**src/rtl/osmanip_step_decoder.sv**
```systemverilog
// Receive-side decoder for the osmanip motor interface: turns step/dir strobes
// into per-motor quarter-turn events delivered through a FWFT valid/ready FIFO.
module osmanip_step_decoder #(
    parameter int unsigned STEPS_PER_QTURN = 50,
    parameter int unsigned IDLE_TIMEOUT    = 5000,
    parameter int unsigned FIFO_DEPTH      = 8
) (
    input  logic       clk_clk,
    input  logic       reset_reset_n,
    input  logic       i_mxa,
    input  logic       i_mxb,
    input  logic       i_mya,
    input  logic       i_myb,
    input  logic       i_mza,
    input  logic       i_mzb,
    input  logic       i_dira,
    input  logic       i_dirb,
    output logic       o_move_valid,
    output logic [3:0] o_move_data,
    input  logic       i_move_ready,
    output logic       o_overflow,
    output logic       o_partial_err,
    output logic [2:0] o_err_motor,
    input  logic       i_clear
);

    localparam int unsigned NM = 6;
    localparam int unsigned CW = $clog2(STEPS_PER_QTURN) + 1;
    localparam int unsigned IW = $clog2(IDLE_TIMEOUT + 1);
    localparam int unsigned AW = $clog2(FIFO_DEPTH);
    localparam int unsigned NW = AW + 1;

    // Limits are checked one step early so the counter never has to hold +/-STEPS.
    localparam logic [CW-1:0] LIM_P     = CW'(STEPS_PER_QTURN - 1);
    localparam logic [CW-1:0] LIM_N     = CW'(0) - LIM_P;
    localparam logic [IW-1:0] IDLE_LAST = IW'(IDLE_TIMEOUT - 1);
    localparam logic [NW-1:0] FULL_CNT  = NW'(FIFO_DEPTH);

    logic [7:0]    raw_c;
    logic [7:0]    sync1_q, sync2_q;
    logic [5:0]    sync3_q;
    logic [NM-1:0] step_q, step_d;
    logic [1:0]    sdir_q, sdir_d;

    logic [CW-1:0] cnt_q  [NM];
    logic [CW-1:0] cnt_d  [NM];
    logic [IW-1:0] idle_q [NM];
    logic [IW-1:0] idle_d [NM];
    logic [NM-1:0] pend_q, pend_d, pdir_q, pdir_d;

    logic [3:0]    mem_q [FIFO_DEPTH];
    logic [3:0]    mem_d [FIFO_DEPTH];
    logic [AW-1:0] wr_q, wr_d, rd_q, rd_d;
    logic [NW-1:0] cnt_f_q, cnt_f_d;
    logic          valid_q, valid_d;
    logic [3:0]    head_q, head_d;

    logic          ovf_q, ovf_d, perr_q, perr_d;
    logic [2:0]    emot_q, emot_d;

    logic [NM-1:0] comp_c, cdir_c, to_c, served_c;
    logic          dir_c, drop_c, push_c, pop_c, accept_c, err_base_c;
    logic [2:0]    sel_c;
    logic [3:0]    push_data_c;

    assign raw_c = {i_dirb, i_dira, i_mzb, i_mza, i_myb, i_mya, i_mxb, i_mxa};

    always_comb begin
        step_d     = sync2_q[5:0] & ~sync3_q;
        sdir_d     = sync2_q[7:6];
        comp_c     = '0;
        cdir_c     = '0;
        to_c       = '0;
        served_c   = '0;
        dir_c      = 1'b0;
        drop_c     = 1'b0;
        sel_c      = 3'd0;
        pend_d     = pend_q;
        pdir_d     = pdir_q;
        mem_d      = mem_q;
        wr_d       = wr_q;
        rd_d       = rd_q;
        cnt_f_d    = cnt_f_q;
        ovf_d      = i_clear ? 1'b0 : ovf_q;
        err_base_c = i_clear ? 1'b0 : perr_q;
        perr_d     = err_base_c;
        emot_d     = i_clear ? 3'd0 : emot_q;

        // Per-motor step accumulation and idle timeout; a step always beats a timeout.
        for (int m = 0; m < NM; m++) begin
            cnt_d[m]  = cnt_q[m];
            idle_d[m] = idle_q[m];
            dir_c     = (m % 2 == 1) ? sdir_q[1] : sdir_q[0];
            if (step_q[m]) begin
                idle_d[m] = '0;
                if (dir_c && cnt_q[m] == LIM_P) begin
                    cnt_d[m]  = '0;
                    comp_c[m] = 1'b1;
                    cdir_c[m] = 1'b1;
                end else if (!dir_c && cnt_q[m] == LIM_N) begin
                    cnt_d[m]  = '0;
                    comp_c[m] = 1'b1;
                end else begin
                    cnt_d[m] = dir_c ? cnt_q[m] + CW'(1) : cnt_q[m] - CW'(1);
                end
            end else if (cnt_q[m] != '0) begin
                if (idle_q[m] == IDLE_LAST) begin
                    cnt_d[m]  = '0;
                    idle_d[m] = '0;
                    to_c[m]   = 1'b1;
                end else begin
                    idle_d[m] = idle_q[m] + IW'(1);
                end
            end else begin
                idle_d[m] = '0;
            end
        end

        for (int m = NM - 1; m >= 0; m--) begin
            if (pend_q[m]) begin
                sel_c = 3'(m);
            end
        end
        pop_c       = valid_q & i_move_ready;
        accept_c    = (cnt_f_q != FULL_CNT) | pop_c;
        push_c      = (|pend_q) & accept_c;
        push_data_c = {pdir_q[sel_c], sel_c};
        if (push_c) begin
            served_c[sel_c] = 1'b1;
        end
        pend_d = pend_q & ~served_c;

        // A completion landing on a still-pending motor is lost.
        for (int m = 0; m < NM; m++) begin
            if (comp_c[m]) begin
                if (pend_q[m]) begin
                    drop_c = 1'b1;
                end else begin
                    pend_d[m] = 1'b1;
                    pdir_d[m] = cdir_c[m];
                end
            end
        end
        if (drop_c) begin
            ovf_d = 1'b1;
        end

        if (|to_c && !err_base_c) begin
            perr_d = 1'b1;
            for (int m = NM - 1; m >= 0; m--) begin
                if (to_c[m]) begin
                    emot_d = 3'(m);
                end
            end
        end

        if (push_c) begin
            mem_d[wr_q] = push_data_c;
            wr_d        = wr_q + AW'(1);
        end
        if (pop_c) begin
            rd_d = rd_q + AW'(1);
        end
        cnt_f_d = cnt_f_q + NW'(push_c) - NW'(pop_c);
        valid_d = (cnt_f_d != '0);
        head_d  = valid_d ? mem_d[rd_d] : 4'd0;
    end

    always_ff @(posedge clk_clk) begin
        if (!reset_reset_n) begin
            sync1_q <= '0;
            sync2_q <= '0;
            sync3_q <= '0;
            step_q  <= '0;
            sdir_q  <= '0;
            for (int m = 0; m < NM; m++) begin
                cnt_q[m]  <= '0;
                idle_q[m] <= '0;
            end
            pend_q  <= '0;
            pdir_q  <= '0;
            for (int i = 0; i < FIFO_DEPTH; i++) begin
                mem_q[i] <= '0;
            end
            wr_q    <= '0;
            rd_q    <= '0;
            cnt_f_q <= '0;
            valid_q <= 1'b0;
            head_q  <= '0;
            ovf_q   <= 1'b0;
            perr_q  <= 1'b0;
            emot_q  <= '0;
        end else begin
            sync1_q <= raw_c;
            sync2_q <= sync1_q;
            sync3_q <= sync2_q[5:0];
            step_q  <= step_d;
            sdir_q  <= sdir_d;
            cnt_q   <= cnt_d;
            idle_q  <= idle_d;
            pend_q  <= pend_d;
            pdir_q  <= pdir_d;
            mem_q   <= mem_d;
            wr_q    <= wr_d;
            rd_q    <= rd_d;
            cnt_f_q <= cnt_f_d;
            valid_q <= valid_d;
            head_q  <= head_d;
            ovf_q   <= ovf_d;
            perr_q  <= perr_d;
            emot_q  <= emot_d;
        end
    end

    assign o_move_valid  = valid_q;
    assign o_move_data   = head_q;
    assign o_overflow    = ovf_q;
    assign o_partial_err = perr_q;
    assign o_err_motor   = emot_q;

endmodule
```
**config.mk**
```make
export PLATFORM = sky130hd
export DESIGN_NAME = osmanip_step_decoder
export DESIGN_NICKNAME = d
export VERILOG_FILES = /design/src/rtl/osmanip_step_decoder.sv
export SDC_FILE = /design/constraint.sdc
export NUM_CORES = 1
export LEC_CHECK = 0
export ABC_AREA = 1
export BUFFER_PORTS_ARGS = -buffer_cell sky130_fd_sc_hd__clkbuf_2
export CORE_ASPECT_RATIO = 0.75
export CORE_MARGIN = 3
export CORE_UTILIZATION = 63
export DETAILED_ROUTE_END_ITERATION = 8
export GPL_TIMING_DRIVEN = 0
export PLACE_DENSITY = 0.8
export SYNTH_ARGS = -nofsm -noshare
export SYNTH_HDL_FRONTEND = slang
export SYNTH_SLANG_ARGS = --single-unit
```
**constraint.sdc**
```tcl
create_clock -name clk_clk -period 3.07 [get_ports clk_clk]
set_clock_uncertainty 0.1 [all_clocks]
set_input_delay 0.614 -clock clk_clk [delete_from_list [all_inputs] [get_ports clk_clk]]
set_output_delay 0.614 -clock clk_clk [all_outputs]
set_load 0.1 [all_outputs]
```
# Yosys cells after proc, flatten, opt, wreduce, memory -nomap -nowiden
# Cells that the tools add are included.
totals:
  regBits: 214
  in_bits: 12
  output_inout_bits: 10
  elab_cells: 306
op_classes:
  add_sub_neg: 22
  n_lt_le_gt_ge: 5
  eq_ne: 19
  mux: 139
  bitwise_logic: 22
  reduce_logical: 59
op_table:
  columns: ["op", "n"]
  rows:
  - ["$mux W7", 36]
  - ["$add A13 B1 Y13 const B", 6]
  - ["$eq A13 B13 Y1 const B", 6]
  - ["$mux W1", 78]
  - ["$mux W3", 15]
  - ["$add A7 B1 Y7 const B", 6]
  - ["$eq A7 B6 Y1 const B", 6]
  - ["$eq A7 B7 Y1 const B", 6]
  - ["$reduce_bool A7 Y1", 6]
  - ["$sub A7 B1 Y7 const B", 6]
  - ["$bwmux W32", 1]
  - ["$mux W32", 1]
  - ["$reduce_and A2 Y1", 13]
  - ["$reduce_bool A2 Y1", 13]
  - ["$reduce_or A4 Y1", 6]
  - ["$logic_and A1 B1 Y1", 15]
  - ["$not A1 Y1", 13]
  - ["$and A6 B6 Y6", 2]
  - ["$bmux W4 S3", 1]
  - ["$demux W4 S3", 1]
  - ["$mux W4", 3]
  - ["$not A6 Y6", 2]
  - ["$reduce_or A6 Y1", 2]
  - ["$ge A4 B4 Y1 const B", 2]
  - ["15 further kinds", 20]

# Logic depth before layout (Yosys ltp)
# Gate-level depths: netlist of run 1.
logic_depth:
  depth_word: 17
  depth_mapped: 17
  depth_no_buf: 17

# Worst setup path before layout of run 1
# No wires, ideal clock.
synth_timing:
  path_type: "register -> register"
  from: "reg valid_q, in the netlist o_move_valid"
  to: "reg head_q[0], in the netlist o_move_data[0]"
  setup_ps: 74
  arrival_time_ps: 3077
  t_required_ps: 2896
  path_slack_ps: -182
  stages_incl_launch_ff: 13
  period_less_slack_ps: 3252
  path_cell_list: "dfxtp_1 -> nand2_2 -> nand3_1 -> nand2_4 -> ha_1 -> inv_1 -> ha_1 -> inv_1 -> fa_1 -> xor2_1 -> a41oi_1 -> nand2_1 -> a31oi_1"
synth_between:
  elab_chain_cells: 7
  word_cells_on_any_way: 13
synth_lines:
  columns: ["element", "line_no", "rtl"]
  rows:
  - ["start: declaration", "55", "logic valid_q, valid_d;"]
  - ["start signal: assignment", "207", "valid_q <= valid_d;"]
  - ["$and A1 B1 Y1 (*)", "124", "pop_c = valid_q & i_move_ready;"]
  - ["$or A1 B1 Y1", "125", "accept_c = (cnt_f_q != FULL_CNT) | pop_c;"]
  - ["$and A1 B1 Y1", "126", "push_c = (|pend_q) & accept_c;"]
  - ["$add A4 B1 Y4 or $mux W32 (tied branches)", "164, 157", null]
  - ["$sub A4 B1 Y4 or $bmux W4 S3 (tied branches)", "164, 166", null]
  - ["$reduce_bool A4 Y1 or $mux W4 (tied branches)", "165, 166", null]
  - ["$reduce_and A2 Y1 (no source line) or $mux W4 (tied branches)", null, null]
  - ["end signal: assignment", "189", "head_q <= '0;"]
  - ["end signal: assignment", "208", "head_q <= head_d;"]
  - ["end: declaration", "56", "logic [3:0] head_q, head_d;"]
# Mark *: on every way between the ends. The rest lies on a longest branch, timed or not. The select of a mux whose other input is x is not followed.
# A chain may end at the register's enable or synchronous reset.

# Worst setup path after layout of run 1
layout_timing:
  from: "reg sdir_q[1]"
  to: "reg cnt_q[34] (netlist name)"
layout_between:
  elab_chain_cells: 5
  word_cells_on_any_way: 7
layout_lines:
  columns: ["element", "line_no", "rtl"]
  rows:
  - ["start: declaration", "43", "logic [1:0] sdir_q, sdir_d;"]
  - ["start signal: assignment", "198", "sdir_q <= sdir_d;"]
  - ["$logic_not A1 Y1", "100", "end else if (!dir_c && cnt_q[m] == LIM_N) begin"]
  - ["$logic_and A1 B1 Y1", "100", null]
  - ["$mux W7", "100", null]
  - ["$mux W7 (*)", "96", "if (dir_c && cnt_q[m] == LIM_P) begin"]
  - ["$mux W7 (*)", "94", "if (step_q[m]) begin"]
  - ["end signal: assignment", "199", "cnt_q <= cnt_d;"]
  - ["end: declaration", "45", "logic [CW-1:0] cnt_q [NM];"]
# Mark *: on every way between the ends. The rest lies on a longest branch, timed or not.

==> flow_summary.toml, run 1 <==
[outcome]
status = "complete, no violations"

[floorplan]
initial_core_util = 0.648
dieWidth_um = 155
die_h_um = 118
coreArea_sq_um = 16200
io_pins = 22
fp-row-count = 40
dieArea_sq_um = 18200

[worst_setup_path]
start_kind = "flop"
cp.required_ps = 3340
crit_fanout = 11
rrSetupSlack_ps = 130
crit_type = "flop to flop"
crit_arrival_ps = 3210
end_kind = "flop"

[sta]
drv_slew = 0
period_minus_slack_ps = 2940
maxSlewHeadroom = 0.524
setup_viol = 0
hold_ws_ps = 184
fin_crit_sh = 0.958
tightestPinTransition_ps = 705
maxClockFrequency_mhz = 340
hold_viol = 0
setup_slack_ps = 130
rsz0062_at_grt = "no"

[clocking]
clk_pin_slew_ps = 60
clk_latency_ps = 510
clk_path_buf_depth = 3
cts_sinks = 214
htreeDepth = 1
cts_root_buf = "clkbuf_16"
postCtsSetupRepairBufs = 0
cts_inserted_buffers = 21
hold_buffers = 0
cts_tree = "built"

[layout]
layout-drive-gt1-share = 0.0682
postLayoutCoreUtil = 0.712
n_antenna_cell = 0
final_nets = 1546
fillCellCount = 1305
area_growth_pct = 9.84
layout_commonest_cell = "nand2_1"
mostFrequentLayoutCells = "nand2_1 (283), dfxtp_1 (212), inv_1 (202), nor2_1 (159), a21oi_1 (125)"

[synth]
ys_warn_count = 0
synth_cell_types = 51
synthFlopType = "dfxtp_1"
synth_top_cell_by_area = "dfxtp_1"
synth.yosys.seq_area_share = 0.409
netlist_instances = 1439
synthTopCellsByArea = "dfxtp_1 (41%), nand2_1 (10%), inv_1 (7.3%)"
ys_ff_latch = 214
synth_edf_count = 0
syn_area_sq_um = 10500
postSynth.asyncResetShare = 0
avgSynthCellArea_sq_um = 7.28
syn_nets = 1501
synth_top_area_share = 0.409

[route]
routed_via_density = 5.46
drtPass1Iterations = 6
dr_total_vias = 9312
avgRoutedWirePerCell_um = 13.7
drtAntennaViolNets = 0
routed_wl_mm = 23.4
drc = 0
drtIter0Drc = 755

[place]
dp_hpwl_mm = 16.6
pre_cts_ws_ps = -270
gp_congestion = 0.902
numPortBuffers = 21

[min_path]
hold_path_class = "input port to flop"

[power]
power.total_w = 0.00653
p_leak_nw = 4.78
pwr_density_cell_nw_per_um2 = 567
irDropWorstVdd_v = 0.000790

[grt]
antenna_found_initial = 0
grt_pass1_vias = 8442
grt_overflow = 0
grt_max_degree = 20
grtUsageTotal = 0.254
grt_pass1_wl_mm = 39.6

[flow_run]
cap_violations = 0
flip-flops by register name, summed over array words and instances, names as in the netlist:
name / count
pdir_q: 6
rd_q: 3
cnt_f_q: 4
o_partial_err: 1
wr_q: 3
sync2_q: 8
o_move_data: 4
mem_q: 32
o_move_valid: 1
pend_q: 6
o_err_motor: 3
o_overflow: 1
idle_q: 78
sync1_q: 8
cnt_q: 42
step_q: 6
sdir_q: 2
sync3_q: 6
Yosys cell counts, types with 16 or more instances:
| master | n |
|---|---|
| dfxtp_1 | 214 |
| nand4_1 | 35 |
| clkbuf_1 | 16 |
| nand3_1 | 98 |
| inv_1 | 203 |
| nand2_1 | 283 |
| a21oi_1 | 125 |
| nor2_1 | 159 |
| xor2_1 | 17 |
| nor3_1 | 25 |
| o21ai_0 | 73 |
| ha_1 | 43 |
cell families after synthesis:
kind of cell / after synthesis / synth area share
and+or+nand+nor: 676 / 0.293
AOI/OAI and AO/OA: 243 / 0.126
buffers and inverters: 229 / 0.0826
DFF: 214 / 0.409
adders and majority gates: 50 / 0.0648
xor gates and xnor gates: 27 / 0.0244
through the flow:
step	instances	cell area [sq um]	setup TNS (ps)
after floorplan	1439	10500	0
after global placement	1670	10800	-742
after detailed placement	1670	10800	-1050
after CTS	1705	11500	0
after global routing	1705	11500	0
final	1705	11500	0
routing by layer:
| metal | GRT usage | routed length, um |
|---|---|---|
| met1 | 0.370 | 11100 |
| met2 | 0.399 | 10300 |
| met3 | 0.0393 | 1520 |
| met4 | 0.0585 | 425 |
| met5 | 0 | 0 |
where the power goes:
group          switching [W]  total, W  internal, W
logic               0.000775   0.00111     0.000338
registers          0.0000752   0.00295      0.00288
clock network        0.00105   0.00246      0.00141
area by class of cell:
class	instances	area (sq um)	share of cell area
inverters	210	795	0.0691
clock buffers	27	578	0.0503
plain buffers	19	73.8	0.00642
repair inverters	1	5.00	0.000435
flip-flops and latches	214	4290	0.373
multi-input cells	996	5330	0.463
clock inverters	7	66.3	0.00576
repair buffers	21	105	0.00914
well taps	210	263	0.0228
worst paths after layout:
| check | start | end | cells past startpoint |
|---|---|---|---|
| setup / recovery | sdir_q[1]$_SDFF_PN0_ | cnt_q[34]$_SDFFE_PN0P_ | 11 |
| hold / removal | i_mxb | sync1_q[1]$_SDFF_PN0_ | 3 |
| setup reg to reg | sdir_q[1]$_SDFF_PN0_ | cnt_q[34]$_SDFFE_PN0P_ | 11 |
| hold reg to reg | sync3_q[0]$_SDFF_PN0_ | step_q[0]$_SDFF_PN0_ | 1 |
critical path, cell delays in order (launching register included):
cell and delay [ps]:
dfxtp_2 590, clkinvlp_4 430, ha_1 460, nand2_1 80, nor2_1 40, a211oi_1 250
nor2_1 80, or2_2 290, a21oi_1 180, a21oi_1 100, o21ai_0 100, a21oi_1 90
repair_timing:
| item | CTS | global route |
|---|---|---|
| gates cloned | 1 | 0 |
| endpoints found under the hold margin | 0 | 0 |
| setup endpoints to repair | 3 | 4 |
| gates resized for setup | 2 | 1 |
(Power assumes the default switching activity.)
==> inputs of run 2 (changes only) <==
Settings changed: ABC_AREA 1 to 0.
==> run 2 against run 1 <==
  * Count of clock-buffer cells in the layout shrank 1
  * Sequential cell count is the same
  * Synthesized area up 4.8%
  * Fmax is 0.36% higher
  * Critical path type unchanged
  * Critical endpoint is now cnt_q[6]$_SDFFE_PN0P_
  * Largest power group unchanged
==> flow_summary.toml, run 2 <==
[clocking]
cts_sinks = 214
cts_inserted_buffers = 21
clk_pin_slew_ps = 70
htreeDepth = 1
cts_tree = "built"
clk_path_buf_depth = 3
hold_buffers = 0
cts_root_buf = "clkbuf_16"
clk_latency_ps = 500

[grt]
antenna_found_initial = 0
grt_pass1_vias = 8499
grtUsageMet1 = 0.405
grt_max_degree = 25
grt_overflow = 0
grt_pass1_wl_mm = 42.1
grtUsageMet3 = 0.0479
met2_usage = 0.388
globalRoute.busiestLayer = "met1"
grtUsageTotal = 0.267

[route]
drtIter0Drc = 941
drc = 0
drtPass1Iterations = 5
routed_wl_mm = 25.6
routed_via_density = 6.01
dr_total_vias = 9252
avgRoutedWirePerCell_um = 16.6
drtAntennaViolNets = 0

[floorplan]
dieArea_sq_um = 19100
fp-row-count = 41
die_h_um = 120
io_pins = 22
dieWidth_um = 158
initial_core_util = 0.648
coreArea_sq_um = 16900

[synth]
synthAdderAreaFrac = 0.0618
synth.yosys.seq_area_share = 0.390
yosysMostFrequentCell = "dfxtp_1"
synth_compound_area_frac = 0.136
avgSynthCellArea_sq_um = 8.74
synthTopCellsByArea = "dfxtp_1 (39%), ha_1 (4.9%), nor2b_1 (4.6%)"
synth_top_area_share = 0.390
synth_edf_count = 0
synth_top_cell_by_area = "dfxtp_1"
synth.area.mux_share = 0.0320
postSynth.asyncResetShare = 0
synth_cell_types = 75
syn_area_sq_um = 11000
synthTopCellsByCount = "dfxtp_1 (214), nor2_1 (132), nand2_1 (93), nor2b_1 (81)"
netlist_instances = 1256
ys_warn_count = 0
synth_top_family_by_area = "simple AND/OR/NAND/NOR gates"
synthFlopType = "dfxtp_1"
syn_nets = 1318
synth_xor_area_frac = 0.0767
ys_ff_latch = 214
yosys.area_share.simple = 0.268

[flow_run]
cap_violations = 0

[sta]
period_minus_slack_ps = 2930
setup_viol = 0
setup_slack_ps = 141
hold_ws_ps = 225
tns_ps = 0
fin_crit_sh = 0.954
maxClockFrequency_mhz = 341
drv_slew = 0
rsz0062_at_grt = "no"
tightestPinTransition_ps = 985
hold_viol = 0
maxSlewHeadroom = 0.336

[place]
dp_hpwl_mm = 17.8
place_area_sq_um = 11400
numPortBuffers = 20
pre_cts_ws_ps = -625
dpl.cell_count = 1491
gp_congestion = 0.942

[layout]
top_register = "idle_q"
mostFrequentLayoutCells = "dfxtp_1 (210), nor2_1 (132), nand2_1 (92), nor2b_1 (80)"
largestRegisters = "idle_q x78, cnt_q x42, mem_q x32"
seq_area_sq_um = 4290
stdcell_count = 1539
final_nets = 1372
area_growth_pct = 12.0
layout-drive-gt1-share = 0.0906
multi_input_area_sq_um = 6360
final_area_sq_um = 12300
n_antenna_cell = 0
largest_reg_flops = 78
layout_commonest_cell = "dfxtp_1"
fillCellCount = 1270

[worst_setup_path]
cp_slowest_stage_delay_ps = 440
end_kind = "flop"
cp.required_ps = 3360
start_kind = "flop"
crit_chain = "buf_4 > clkinvlp_4 > ha_1 > nor2b_1 > o21ai_0 > a21boi_0 > o211a_1 > a2111oi_1 > mux2i_1 > o21ai_1"
crit_arrival_ps = 3220
crit_type = "flop to flop"
crit_fanout = 11
crit_slowest_cell = "dfxtp_2"

[power]
p_leak_nw = 4.59
irDropWorstVdd_v = 0.000405
pwr_density_cell_nw_per_um2 = 589

[min_path]
hold_path_class = "input port to flop"

[outcome]
status = "complete, no violations"
run 2: cell types whose count changed after synthesis, sizes merged, moves of 39 or more:
| cell | change |
|---|---|
| nand3 | -47 |
| a21oi | -92 |
| and2 | +48 |
| nor2b | +81 |
| nor2 | -39 |
| inv | -158 |
| nand2 | -196 |
| xnor2 | +44 |
run 2: metrics by stage:
stage / util / total power (W)
2_1_floorplan: - / 0.00402
3_3_place_gp: 0.673 / 0.00428
3_5_place_dp: 0.673 / 0.00431
4_1_cts: 0.723 / 0.00721
5_1_grt: 0.726 / 0.00752
6_report: 0.726 / 0.00724
run 2: critical path, delay by kind of cell (launching register included):
family | cells | cell delay, ps
AO/OA/AOI/OAI | 5 | 1190
flip-flops | 1 | 440
buffers and inverters | 2 | 370
adder cells (fa/ha/maj) | 1 | 340
multiplexers | 1 | 230
AND/OR/NAND/NOR | 1 | 150
run 2: layout make-up:
| class | count | share of cell area |
|---|---|---|
| multi-input cells | 944 | 0.518 |
| flip-flops and latches | 214 | 0.349 |
| clock buffers | 26 | 0.0475 |
| well taps | 215 | 0.0219 |
| plain buffers | 48 | 0.0178 |
| inverters | 50 | 0.0156 |
| clock inverters | 11 | 0.0155 |
| repair buffers | 30 | 0.0143 |
| repair inverters | 1 | 0.000407 |
run 2: timing repair:
| action | in CTS | in global routing |
|---|---|---|
| buffers inserted | 6 | 4 |
| gates cloned | 1 | 0 |
| setup endpoints to repair | 17 | 9 |
| resized for setup | 9 | 13 |
| pin swaps | 3 | 3 |
run 2: path summary, 6_finish.rpt:
check / startpoint / endpoint / slack, ps / cells past startpoint
worst max-delay path: sdir_q[1]$_SDFF_PN0_ / cnt_q[6]$_SDFFE_PN0P_ / 140 / 10
worst min-delay path: i_mzb / sync1_q[5]$_SDFF_PN0_ / 220 / 2
worst max register to register: sdir_q[1]$_SDFF_PN0_ / cnt_q[6]$_SDFFE_PN0P_ / 140 / 10
worst min register to register: sync3_q[3]$_SDFF_PN0_ / step_q[3]$_SDFF_PN0_ / 280 / 1
run 2: kinds of logic after synthesis:
logic type	Yosys count
flip-flops	214
XOR/XNOR	94
adder cells (fa/ha/maj)	50
buffers and inverters	98
AND/OR/NAND/NOR	554
multiplexers	35
AO/OA/AOI/OAI	211
run 2: power by group:
part | leakage [nW] | internal, W | total, W | switching [W]
Sequential | 1.73 | 0.00288 | 0.00297 | 0.0000900
Clock | 0.380 | 0.00178 | 0.00288 | 0.00110
Combinational | 2.47 | 0.000521 | 0.00139 | 0.000868
Total | 4.59 | 0.00518 | 0.00724 | 0.00206
run 2: routing by layer:
metal / vias to the layer above / wire (um)
li1: 4507 / -
met1: 4323 / 12100
met2: 371 / 10800
met3: 51 / 2050
met4: 0 / 614
met5: - / 0
